--- config.mk ---
export PLATFORM = sky130hd
export DESIGN_NAME = tone_arbiter
export DESIGN_NICKNAME = d
export VERILOG_FILES = /design/src/rtl/tone_arbiter.sv
export SDC_FILE = /design/constraint.sdc
export NUM_CORES = 1
export LEC_CHECK = 0
export BUFFER_PORTS_ARGS = -buffer_cell sky130_fd_sc_hd__buf_4
export CORE_UTILIZATION = 55
export CTS_CLUSTER_SIZE = 14
export DETAILED_ROUTE_END_ITERATION = 7
export GPL_TIMING_DRIVEN = 0
export PLACE_DENSITY = 0.95
export RECOVER_POWER = 100
export SLEW_MARGIN = 20
export SYNTH_ARGS = -nofsm -noshare
export SYNTH_HDL_FRONTEND = slang
export SYNTH_SLANG_ARGS = --single-unit
--- constraint.sdc ---
create_clock -name clk -period 5.2 [get_ports clk]
set_input_delay 1.04 -clock clk [delete_from_list [all_inputs] [get_ports clk]]
set_output_delay 1.04 -clock clk [all_outputs]
set_load 0.1 [all_outputs]
--- src/rtl/tone_arbiter.sv ---
// tone_arbiter: shares one piezo tone_generator among several tone sources.
// Fixed priority (bit 0 highest), a minimum ownership time before a
// higher-priority source may preempt, and a silent gap between owners.
//
// Ports:
//   clk                 system clock
//   rst                 asynchronous, active-high reset
//   req                 per-source request, bit 0 = highest priority
//   req_period          per-source tone period, source i at [i*PERIOD_WIDTH +: PERIOD_WIDTH]
//   grant               one-hot current owner, zero when nobody owns the speaker
//   owner_id            index of the current owner, 0 when no grant
//   tone_switch_period  period forwarded to tone_generator (0 when silent)
//   output_enable       speaker enable forwarded to tone_generator
module tone_arbiter #(
  parameter int unsigned NUM_REQ         = 3,
  parameter int unsigned PERIOD_WIDTH    = 24,
  parameter int unsigned MIN_HOLD_CYCLES = 33_000,
  parameter int unsigned GAP_CYCLES      = 330
) (
  input  logic                            clk,
  input  logic                            rst,
  input  logic [NUM_REQ-1:0]              req,
  input  logic [NUM_REQ*PERIOD_WIDTH-1:0] req_period,
  output logic [NUM_REQ-1:0]              grant,
  output logic [2:0]                      owner_id,
  output logic [PERIOD_WIDTH-1:0]         tone_switch_period,
  output logic                            output_enable
);

  localparam int unsigned OWNER_W  = (NUM_REQ > 1) ? $clog2(NUM_REQ) : 1;
  localparam int unsigned HOLD_W   = (MIN_HOLD_CYCLES > 1) ? $clog2(MIN_HOLD_CYCLES) : 1;
  localparam int unsigned GAP_W    = (GAP_CYCLES > 1) ? $clog2(GAP_CYCLES) : 1;
  localparam int unsigned HOLD_MAX = MIN_HOLD_CYCLES - 1;
  localparam int unsigned GAP_LAST = GAP_CYCLES - 1;

  typedef enum logic [1:0] {
    IDLE = 2'd0,
    OWN  = 2'd1,
    GAP  = 2'd2
  } state_t;

  state_t               state, state_nxt;
  logic [OWNER_W-1:0]   owner, owner_nxt;
  logic [HOLD_W-1:0]    hold_cnt, hold_nxt;
  logic [GAP_W-1:0]     gap_cnt, gap_nxt;

  logic [NUM_REQ-1:0]      grant_nxt;
  logic [2:0]              owner_id_nxt;
  logic [PERIOD_WIDTH-1:0] period_nxt;
  logic                    enable_nxt;

  logic [PERIOD_WIDTH-1:0] period_arr [NUM_REQ];
  logic                    win_found;
  logic [OWNER_W-1:0]      win_idx;
  logic                    higher_pending;
  logic                    hold_done;
  logic                    gap_done;

  // Unpack the flat period bus into one entry per source.
  always_comb begin
    for (int i = 0; i < NUM_REQ; i++) begin
      period_arr[i] = req_period[i*PERIOD_WIDTH +: PERIOD_WIDTH];
    end
  end

  // Priority encoder: scanning downward lets the lowest asserted index win.
  always_comb begin
    win_found = 1'b0;
    win_idx   = '0;
    for (int i = NUM_REQ - 1; i >= 0; i--) begin
      if (req[i]) begin
        win_found = 1'b1;
        win_idx   = OWNER_W'(i);
      end
    end
  end

  // Any request with strictly higher priority than the current owner.
  always_comb begin
    higher_pending = 1'b0;
    for (int i = 0; i < NUM_REQ; i++) begin
      if (req[i] && (i < int'(owner))) begin
        higher_pending = 1'b1;
      end
    end
  end

  assign hold_done = (hold_cnt == HOLD_W'(HOLD_MAX));
  assign gap_done  = (gap_cnt == GAP_W'(GAP_LAST));

  // Next state, counters and next registered outputs.
  always_comb begin
    state_nxt    = state;
    owner_nxt    = owner;
    hold_nxt     = hold_cnt;
    gap_nxt      = gap_cnt;
    grant_nxt    = '0;
    owner_id_nxt = '0;
    period_nxt   = '0;
    enable_nxt   = 1'b0;

    case (state)
      IDLE: begin
        if (win_found) begin
          state_nxt = OWN;
          owner_nxt = win_idx;
          hold_nxt  = '0;
        end
      end
      OWN: begin
        // Release is checked first so it wins over a simultaneous preemption.
        if (!req[owner]) begin
          state_nxt = GAP;
          gap_nxt   = '0;
        end else if (higher_pending && hold_done) begin
          state_nxt = GAP;
          gap_nxt   = '0;
        end else if (!hold_done) begin
          hold_nxt = hold_cnt + HOLD_W'(1);
        end
      end
      GAP: begin
        if (gap_done) begin
          if (win_found) begin
            state_nxt = OWN;
            owner_nxt = win_idx;
            hold_nxt  = '0;
          end else begin
            state_nxt = IDLE;
          end
        end else begin
          gap_nxt = gap_cnt + GAP_W'(1);
        end
      end
      default: begin
        state_nxt = IDLE;
      end
    endcase

    // Outputs follow the state being entered so they register with it;
    // the period follows the owner's slice live.
    if (state_nxt == OWN) begin
      grant_nxt    = NUM_REQ'(1) << owner_nxt;
      owner_id_nxt = 3'(owner_nxt);
      period_nxt   = period_arr[owner_nxt];
      enable_nxt   = 1'b1;
    end
  end

  // State, counters and output registers.
  always_ff @(posedge clk or posedge rst) begin
    if (rst) begin
      state              <= IDLE;
      owner              <= '0;
      hold_cnt           <= '0;
      gap_cnt            <= '0;
      grant              <= '0;
      owner_id           <= '0;
      tone_switch_period <= '0;
      output_enable      <= 1'b0;
    end else begin
      state              <= state_nxt;
      owner              <= owner_nxt;
      hold_cnt           <= hold_nxt;
      gap_cnt            <= gap_nxt;
      grant              <= grant_nxt;
      owner_id           <= owner_id_nxt;
      tone_switch_period <= period_nxt;
      output_enable      <= enable_nxt;
    end
  end

endmodule

==> results of run 1 <==
state kept, by name (all words and copies together) (netlist names):
register            cells
gap_cnt                 9
grant                   3
hold_cnt               16
output_enable           1
owner                   2
owner_id                2
state                   2
tone_switch_period     24
cell families (layout without fill, tap and decap cells):
group | after synthesis | count (layout)
fa+ha+maj | 3 | 3
buf+inv | 25 | 147
simple gates | 123 | 123
mux | 31 | 31
compound gates | 61 | 61
other cells | 1 | 1
flops | 59 | 59
xor+xnor | 7 | 7
final cells by class:
| type | instances | area, um2 |
|---|---|---|
| Buffer | 18 | 85.1 |
| Clock buffer | 9 | 124 |
| Clock inverter | 7 | 116 |
| Fill cell | 398 | 1450 |
| Inverter | 7 | 27.5 |
| Multi-Input combinational cell | 226 | 1560 |
| Sequential cell | 59 | 1480 |
| Tap cell | 72 | 90.1 |
| Timing Repair Buffer | 106 | 679 |
worst max-delay path by stage:
stage / start / to / slack [ns]
after floorplan: rst / gap_cnt[0] / 2.70
after global placement: rst / gap_cnt[4] / 2.03
after detailed placement: req[0] / hold_cnt[15] / 2.39
after CTS: req[0] / hold_cnt[3] / 2.72
after global routing: gap_cnt[1] / tone_switch_period[11] / 1.66
final: gap_cnt[1] / tone_switch_period[11] / 1.77
report_power, final:
group	total (mW)	internal, mW	switching [mW]
Clock	0.512	0.317	0.195
Sequential	0.668	0.592	0.0756
Combinational	1.70	0.375	1.33
Total	2.88	1.28	1.60
cells in the mapped netlist (8+ instances only):
cell,count
dfrtp_1,59
nor3_1,31
buf_2,9
nand2_1,18
nand3_1,13
a211oi_2,16
nor2_1,18
mux2i_1,31
a211oi_1,8
per-layer routing:
metal  track usage, %  vias up  part of all wire (%)
met5                0        -                     0
met4             23.5        0                   5.5
met3             6.78       48                   6.7
met2             53.4      200                    51
met1             35.5     1548                    37
li1                 -     1387                     -
worst max-delay path, stage by stage, from the launching register on:
cell and delay (ns):
dfrtp_1 0.41, inv_1 0.07, ha_1 0.14, nand4bb_1 0.30, o21a_1 0.31, o211ai_1 0.17
clkbuf_1 0.63, clkbuf_1 0.64, mux2i_1 0.22, a211oi_1 0.40
==> impl_results.md, run 1 <==
- Tcrit/Tclk final: 65.9%
- Post-synthesis sequential area ratio: 45.3%
- Critical path launch point type: flip-flop
- Final Net Count: 507
- R2r setup slk: 1.77 ns
- Violated checks: capacitance limit, slew limit
- Crit Path Class: flip-flop to flip-flop
- First-pass GRT wire length: 14800 um
- Syn Nets: 390
- Async SR Flop Fraction: 100%
- Adder-cell share of the synthesized area: 1.15%
- Post-CTS setup buffers: 0
- # setup viols final: 0
- Root cell of the clock tree: clkbuf_8
- Number of port buffers: 106
- Antenna Cells: 0
- Vias in the first global route: 3142
- Initial Utilization: 58.2%
- Crit. End Element: flip-flop
- Total grt overflow: 0
- Setup WS post-layout: 1.77 ns
- CTS tree: yes
- Detailed Route WL: 9530 um
- TritonRoute pass-1 iters: 5
- Drc violations: 0
- Setup Skew: 0.0101 ns
- Synth warn: 0
- GP Congestion: 0.837
- Top_reg_cell synth: dfrtp_1
- Synth unique cells: 50
- RSZ-0062 raised after global routing: false
- Power density over the cells: 693 nW/um2
- Final cell count without fillers: 504
- Die area: 6240 um2
- Hold WC Path Type: flip-flop to flip-flop
- Final ANT Viol Nets: 0
- Pin count of the biggest net entering global routing: 60
- Mapped Area: 3260 um2
- Placeable Area: 5610 um2
- Most common cell after layout, fill and taps aside: buf_4
- Worst Hold End: gap_cnt[0]
- GRT Total Usage: 31.8%
- Worst Max-Slew Pin Slew: 2.54 ns
- Synth Register Bits: 59
- Hold Path Cell Cnt: 1
- CP max FO: 10
- Final instance area: 4160 um2
- Post-DP HPWL: 6290 um
- Placed Cells: 488
- Leak: 1.87 nW
- Yosys top cell by area: dfrtp_1
- DP Area: 4150 um2
- Die height: 79.0 um
- Antenna violations before repair: 0
- Hold_ws: 0.548 ns
- Highest Clock Rate: 292 MHz
- Setup TNS Final: 0 ns
- # resized after CTS: 0
- Clk sinks: 59
- MaxCap Viol Count: 1
- Largest family of logic cells by synthesized area: simple AND/OR/NAND/NOR gates
- Worst skew pair latency: 0.34 ns
- First DRT Iteration DRCs: 300
- WP data arrival: 3.64 ns
- Min-delay src: gap_cnt[0]
- Area Overhead vs Synth: 27.5%
- VDD IR-drop max: 0.437 mV
- Ports: 108
- Num CTS Buffers: 9
- Syn Area/Cell: 10.5 um2
- Min Tclk post-route: 3.43 ns
- Worst r2r src: gap_cnt[1]
- Cells after Synth: 310
- EDFF count, synth: 0
- Compound-cell area share of the yosys netlist: 15.8%
- Place WS: 2.39 ns
- Final total power: 2.88 mW
- Drt wl/cell: 18.9 um
- Proportion of layout cells with a drive suffix above 1: 26.2%
- Outcome: complete, but fails checks
- CTS H-tree lvls: 3
- Final Util: 74.1%
- Commonest non-fill, non-tap cells in the layout: buf_4, dfrtp_1, clkbuf_1
- Top cell type's share of synthesized area: 45.3%
- CP required: 5.41 ns
- Post-Synth XOR/XNOR Area: 1.88%
- Worst flop-to-flop path endpoint: tone_switch_period[11]
- Vias: 3183
- Register clock-pin slew on the reported worst setup and hold paths: 0.07 ns
- Fraction of synthesized area in multiplexers: 9.51%
- Fin. Hold Viols: 0
- DR vias/cell: 6.32
- FP Rows: 27
- Hold Buf Count CTS: 0
- Area contributors post-synth: dfrtp_1, mux2i_1, a211oi_2, nor3_1, nand2_1
- Die X: 79.0 um
- Final slew viol count: 60
- Post-Synth Simple-Gate Area: 21.9%
- Max_slew headroom: -70.2%
- Clock Path Buffers: 2
- Worst-case reg-to-reg path depth: 9
Note: power is estimated with default switching activity, not from simulation.
==> inputs of run 2 (changes only) <==
Settings changed: CORE_UTILIZATION 55 to 51, PLACE_DENSITY 0.95 to 0.9.
Clock period 5.2 ns to 3.3 ns, I/O delays scaled along.
==> run 2 against run 1 <==
  * The run still ends with capacitance limit, slew limit left
  * Global-route usage decreased by 4.0 points
  * Register-to-register slack worse by 1.1 ns
  * Worst setup slack worse by 1.1 ns
  * Non-clock buffer count is the same
  * Sequential power is 56% higher
  * Largest power group unchanged
  * Sequential share of layout area barely moved
  * Routed wire length is 12% lower
  * Fmax increased by 29%
==> impl_results.md, run 2 (same netlist as run 1, synthesis figures left out) <==
- Hold Buf Count CTS: 0 (unchanged)
- Drt wl/cell: 16.6 um (-12%)
- Worst flop-to-flop path endpoint: tone_switch_period[16]
- FP Rows: 28 (+3.7%)
- Critical path launch point type: flip-flop
- MaxCap Viol Count: 1 (unchanged)
- Final instance area: 4160 um2 (about the same)
- CTS H-tree lvls: 3 (unchanged)
- Fillers: 471 (+18%)
- Worst-case reg-to-reg path depth: 9 (unchanged)
- First-pass GRT wire length: 13700 um (-7.4%)
- Worst Hold End: gap_cnt[0]
- RSZ-0062 raised after global routing: false
- Setup Skew: 0.00669 ns (-0.00343 ns)
- Fin. Hold Viols: 0 (unchanged)
- GRT Total Usage: 27.8% (-4.0 points)
- Die area: 6720 um2 (+7.6%)
- Total net switching power: 2.44 mW (+53%)
- Detailed Route WL: 8420 um (-12%)
- Max FFs per register: 24 (unchanged)
- Final total power: 4.33 mW (+50%)
- Total grt overflow: 0 (unchanged)
- Power density over the cells: 1040 nW/um2 (+50%)
- VDD IR-drop max: 0.793 mV (+81%)
- GP Congestion: 0.893 (+6.7%)
- Area Overhead vs Synth: 27.4% (about the same)
- Min-delay src: gap_cnt[0]
- Ports: 108 (unchanged)
- Hold Path Cell Cnt: 1 (unchanged)
- First DRT Iteration DRCs: 265 (-12%)
- Post-CTS setup buffers: 0 (unchanged)
- # setup viols final: 0 (unchanged)
- R2r setup slk: 0.64 ns (-1.13 ns)
- Die X: 82.0 um (+3.8%)
- Crit. End Element: flip-flop
- Min Tclk post-route: 2.66 ns (-0.766 ns)
- # resized after CTS: 0 (unchanged)
- Clock power share: 13.5% (-4.3 points)
- Final slew viol count: 60 (unchanged)
- Pin count of the biggest net entering global routing: 60 (unchanged)
- Hold WC Path Type: flip-flop to flip-flop
- Outcome: complete, but fails checks
- CP max FO: 10 (unchanged)
- Antenna Cells: 0 (unchanged)
- Sw Share: 56.4% (+1.0 points)
- Vias in the first global route: 2922 (-7.0%)
- Root cell of the clock tree: clkbuf_8
- Num CTS Buffers: 9 (unchanged)
- Biggest register: tone_switch_period
- Top flop regs: tone_switch_period: 24 flops, hold_cnt: 16 flops, gap_cnt: 9 flops
- Commonest non-fill, non-tap cells in the layout: buf_4, dfrtp_1, clkbuf_1
- Place WS: 0.900 ns (-1.49 ns)
- Drc violations: 0 (unchanged)
- Clk sinks: 59 (unchanged)
- Setup WS post-layout: 0.639 ns (-1.13 ns)
- Proportion of layout cells with a drive suffix above 1: 28.2% (+2.1 points)
- Setup TNS Final: 0 ns (unchanged)
- Tcrit/Tclk final: 80.6% (+15 points)
- Placeable Area: 6060 um2 (+8.1%)
- Worst skew pair latency: 0.34 ns (about the same)
- Violated checks: capacitance limit, slew limit
- Highest Clock Rate: 376 MHz (+29%)
- Most common cell after layout, fill and taps aside: buf_4
- Initial Utilization: 53.8% (-4.3 points)
- WP data arrival: 2.87 ns (-0.77 ns)
- Int Pwr: 1.89 mW (+47%)
- Comb power frac: 62.4% (+3.3 points)
- CP required: 3.51 ns (-1.90 ns)
- Final Net Count: 507 (unchanged)
- DP Area: 4150 um2 (about the same)
- Number of port buffers: 106 (unchanged)
- Max_slew headroom: -45.7% (+25 points)
- Worst r2r src: gap_cnt[1]
- DR vias/cell: 5.79 (-8.3%)
- Final ANT Viol Nets: 0 (unchanged)
- TritonRoute pass-1 iters: 4 (-1)
- Clock Path Buffers: 2 (unchanged)
- Worst Max-Slew Pin Slew: 2.18 ns (-0.356 ns)
- Leak: 1.88 nW (+0.38%)
- Vias: 2937 (-7.7%)
- Die height: 82.0 um (+3.8%)
- CTS tree: yes
- Sequential power share: 24.1% (+0.9 points)
- Crit Path Class: flip-flop to flip-flop
- Register clock-pin slew on the reported worst setup and hold paths: 0.06 ns (about the same)
- Antenna violations before repair: 0 (unchanged)
- Post-DP HPWL: 6360 um (+0.99%)
-- run 2: cell types whose count changed in the layout (fill, tap and decap cells not counted), moves of 2 or more --
cell | before | now
a211oi_2 | 6 | 12
buf_4 | 75 | 77
clkbuf_1 | 42 | 40
buf_6 | 1 | 3
clkbuf_8 | 9 | 11
a211oi_1 | 18 | 12
bufinv_16 | 3 | 0
-- run 2: final cells by class --
class / instances / area [um2] / area share, %
Clock inverter: 2 / 10.0 / 0.241
Inverter: 7 / 26.3 / 0.632
Multi-Input combinational cell: 226 / 1600 / 38.5
Sequential cell: 59 / 1480 / 35.5
Tap cell: 75 / 93.8 / 2.26
Clock buffer: 14 / 163 / 3.91
Buffer: 18 / 105 / 2.53
Timing Repair Buffer: 106 / 683 / 16.4
-- run 2: critical path, stage by stage, from the launching register on --
cell,delay [ns]
dfrtp_1,0.41
inv_1,0.07
ha_1,0.14
nand4bb_1,0.26
o21a_1,0.30
o211ai_2,0.13
clkbuf_1,0.60
buf_6,0.27
mux2i_1,0.26
a211oi_2,0.10
-- run 2: worst max-delay path by stage --
stage                                         to  startpoint  cells past startpoint  slack, ns
after CTS                 tone_switch_period[20]  gap_cnt[0]                      7       0.98
after detailed placement             hold_cnt[5]      req[0]                      8       0.90
final                     tone_switch_period[16]  gap_cnt[1]                      9       0.64
after global placement                gap_cnt[7]         rst                      2       0.49
after floorplan                       gap_cnt[0]         rst                      1       1.18
after global routing      tone_switch_period[10]  gap_cnt[1]                      9       0.43
-- run 2: per-stage QoR --
step                      hold slack, ns  util [%]  cells
after global placement             0.518      68.5    491
after global routing               0.583      68.6    507
after floorplan                    0.497         -    310
after CTS                          0.467      71.4    507
final                              0.565      68.6    507
after detailed placement           0.555      68.5    491
-- run 2: per-layer routing --
layer	global-route usage, %	up-vias	share of wire (%)
li1	-	1390	-
met1	32.4	1409	39
met5	0	-	0
met4	11.4	0	1.5
met2	46.0	123	52
met3	10.2	15	7.3
-- run 2: power groups by stage --
stage | combinational (mW) | sequential, mW | clock [mW]
floorplan | 1.24 | 2.05 | 0
global placement | 2.83 | 1.05 | 0
detailed placement | 2.88 | 1.06 | 0
CTS | 2.89 | 1.05 | 0.595
global route | 2.86 | 1.06 | 0.624
finish | 2.70 | 1.04 | 0.585
==> inputs of run 3 (changes only) <==
Settings changed: ABC_AREA set to 1, CORE_UTILIZATION 51 to 52.
Clock period 3.3 ns to 2.8 ns, I/O delays scaled along.
==> run 3 against run 2 <==
  * The run now ends clean
  * Non-clock buffer count is 1 higher
  * Combinational power is 95% lower
  * Die area grew 4.0%
  * Register-to-register slack worse by 0.12 ns
  * Clock skew grew 0.0014 ns
  * Routed wire length grew 4.6%
  * Critical endpoint is now hold_cnt[6]
  * Power shrank 61%
  * Sequential share of layout area decreased by 1.7 points
==> impl_results.md, run 3 <==
- Outcome: finished clean
- Mapped Area: 3460 um2 (+6.2%)
- Power density over the cells: 382 nW/um2 (-63%)
- GRT Total Usage: 26.6% (-1.1 points)
- WP data arrival: 2.54 ns (-0.33 ns)
- Proportion of layout cells with a drive suffix above 1: 22.5% (-5.7 points)
- Ports: 108 (unchanged)
- Most common cell in the synthesized netlist: nand2_1
- CP max FO: 10 (unchanged)
- VDD IR-drop max: 0.261 mV (-67%)
- Cells after Synth: 460 (+48%)
- Top cell type's share of synthesized area: 42.6% (-2.6 points)
- CTS tree: yes
- CP required: 3.06 ns (-0.45 ns)
- Setup TNS Final: 0 ns (unchanged)
- TritonRoute pass-1 iters: 5 (+1)
- Hold WC Path Type: primary input to async pin
- Syn Nets: 540 (+38%)
- Drc violations: 0 (unchanged)
- Post-CTS setup buffers: 0 (unchanged)
- Drt wl/cell: 13.4 um (-19%)
- Worst Max-Slew Pin Slew: 1.24 ns (-0.945 ns)
- First DRT Iteration DRCs: 245 (-7.5%)
- Detailed Route WL: 8810 um (+4.6%)
- Critical path launch point type: flip-flop
- Worst-case reg-to-reg path depth: 12 (+3)
- Num CTS Buffers: 9 (unchanged)
- Initial Utilization: 54.2% (+0.41 points)
- MaxCap Viol Count: 0 (-1)
- Fin. Hold Viols: 0 (unchanged)
- Min Tclk post-route: 2.28 ns (-0.377 ns)
- Die area: 6990 um2 (+4.0%)
- Final ANT Viol Nets: 0 (unchanged)
- Hold Buf Count CTS: 0 (unchanged)
- Max_slew headroom: 17.8% (+63 points)
- Top flop regs: tone_switch_period: 24 flops, hold_cnt: 16 flops, gap_cnt: 9 flops
- Die height: 83.6 um (+2.0%)
- Yosys top cell by area: dfrtp_1
- # setup viols final: 0 (unchanged)
- Synth unique cells: 32 (-36%)
- Post-synthesis sequential area ratio: 42.6% (-2.6 points)
- Worst r2r src: hold_cnt[0]
- Crit. End Element: flip-flop
- # resized after CTS: 0 (unchanged)
- FP Rows: 29 (+3.6%)
- Synth cell count leaders: nand2_1, dfrtp_1, nand3_1
- Antenna Cells: 0 (unchanged)
- Synth warn: 0 (unchanged)
- Commonest non-fill, non-tap cells in the layout: nand2_1, buf_4, dfrtp_1
- Number of port buffers: 106 (unchanged)
- Final Net Count: 657 (+30%)
- Register clock-pin slew on the reported worst setup and hold paths: 0.07 ns (about the same)
- Clock Path Buffers: 2 (unchanged)
- Die X: 83.6 um (+2.0%)
- DR vias/cell: 5.29 (-8.8%)
- Vias: 3483 (+19%)
- Area Overhead vs Synth: 26.0%
- Most common cell after layout, fill and taps aside: nand2_1
- Placeable Area: 6390 um2 (+5.4%)
- Highest Clock Rate: 438 MHz (+16%)
- Final instance area: 4360 um2 (+5.0%)
- R2r setup slk: 0.52 ns (-0.12 ns)
- Antenna violations before repair: 0 (unchanged)
- CTS H-tree lvls: 3 (unchanged)
- Worst skew pair latency: 0.34 ns (about the same)
- Fillers: 500 (+6.2%)
- Max FFs per register: 24 (unchanged)
- Total grt overflow: 0 (unchanged)
- Setup Skew: 0.00808 ns (+0.00140 ns)
- First-pass GRT wire length: 14800 um (+8.1%)
- GP Congestion: 0.916 (+2.6%)
- Async SR Flop Fraction: 100% (unchanged)
- Vias in the first global route: 3335 (+14%)
- Biggest register: tone_switch_period
- Final slew viol count: 0 (-100%)
- Pin count of the biggest net entering global routing: 60 (unchanged)
- EDFF count, synth: 0 (unchanged)
- Synth Register Bits: 59 (unchanged)
- DP Area: 4360 um2 (+4.9%)
- Seq. cell area: 1480 um2 (unchanged)
- Multi-input logic area: 1700 um2 (+6.6%)
- Clk sinks: 59 (unchanged)
- RSZ-0062 raised after global routing: false
- Crit Path Class: flip-flop to flip-flop
- Area contributors post-synth: dfrtp_1, nand2_1, nand3_1, nand4_1, nor2_1
- Final Util: 68.3% (-0.24 points)
- Hold_ws: 0.330 ns (-0.236 ns)
- Top_reg_cell synth: dfrtp_1
- Worst flop-to-flop path endpoint: hold_cnt[6]
- Leak: 2.29 nW (+22%)
- Tcrit/Tclk final: 81.6% (+0.94 points)
- Syn Area/Cell: 7.53 um2 (-28%)
- CP Capture Point: hold_cnt[6]
- Post-DP HPWL: 6780 um (+6.6%)
- Root cell of the clock tree: clkbuf_8
- CP Launch Point: hold_cnt[0]
[run 3: stage by stage]
step / instances / setup WS (ns) / power, mW
2_1_floorplan: 460 / 0.784 / 0.906
3_3_place_gp: 643 / 0.134 / 0.996
3_5_place_dp: 643 / 0.819 / 0.999
4_1_cts: 659 / 0.803 / 1.68
5_1_grt: 659 / 0.316 / 1.73
6_report: 659 / 0.516 / 1.67
[run 3: logic make-up after synthesis]
kind of cell	share of synthesized area [%]
AND/OR/NAND/NOR	41.4
buffers and inverters	6.94
other	0.108
AO/OA/AOI/OAI	4.84
adder cells (fa/ha/maj)	1.08
flip-flops	42.6
XOR/XNOR	3.03
[run 3: metal layers]
layer	global-route usage, %	vias up	share of wire [%]
met4	12.5	0	3.2
li1	-	1728	-
met1	32.5	1579	41
met5	0	-	0
met2	44.6	151	50
met3	6.23	25	6.4
[run 3: how the worst min path moves through the flow]
stage | start | to | slack (ns) | depth (start not counted)
after global placement | hold_cnt[14] | hold_cnt[14] | 0.50 | 2
after floorplan | hold_cnt[14] | hold_cnt[14] | 0.48 | 2
final | rst | hold_cnt[2] | 0.33 | 2
after global routing | rst | hold_cnt[0] | 0.40 | 2
after CTS | rst | hold_cnt[0] | 0.36 | 2
after detailed placement | hold_cnt[14] | hold_cnt[14] | 0.51 | 2
[run 3: power breakdown]
group	internal [mW]	switching (mW)	total [mW]	leakage [nW]
clock network	0.367	0.319	0.686	0.0905
registers	0.853	0	0.853	0.778
logic	0.0750	0.0551	0.130	1.42
[run 3: cell type report]
cell class	instances	share of cell area (%)
Inverter	30	2.67
Timing Repair Buffer	106	15.6
Clock inverter	2	0.229
Tap cell	77	2.21
Buffer	19	2.72
Clock buffer	14	3.73
Multi-Input combinational cell	352	39.0
Sequential cell	59	33.8
[run 3: worst max-delay path, stage by stage, from the launching register on]
cell and delay [ns]:
dfrtp_1 0.42, ha_1 0.28, nand2_1 0.08, clkinv_1 0.06, nand2_1 0.04, nor2_1 0.18, nand3_1 0.12, nand2_1 0.09
nand2_1 0.15, nand3_1 0.19, clkbuf_1 0.36, nand2_1 0.13, o21ai_0 0.11
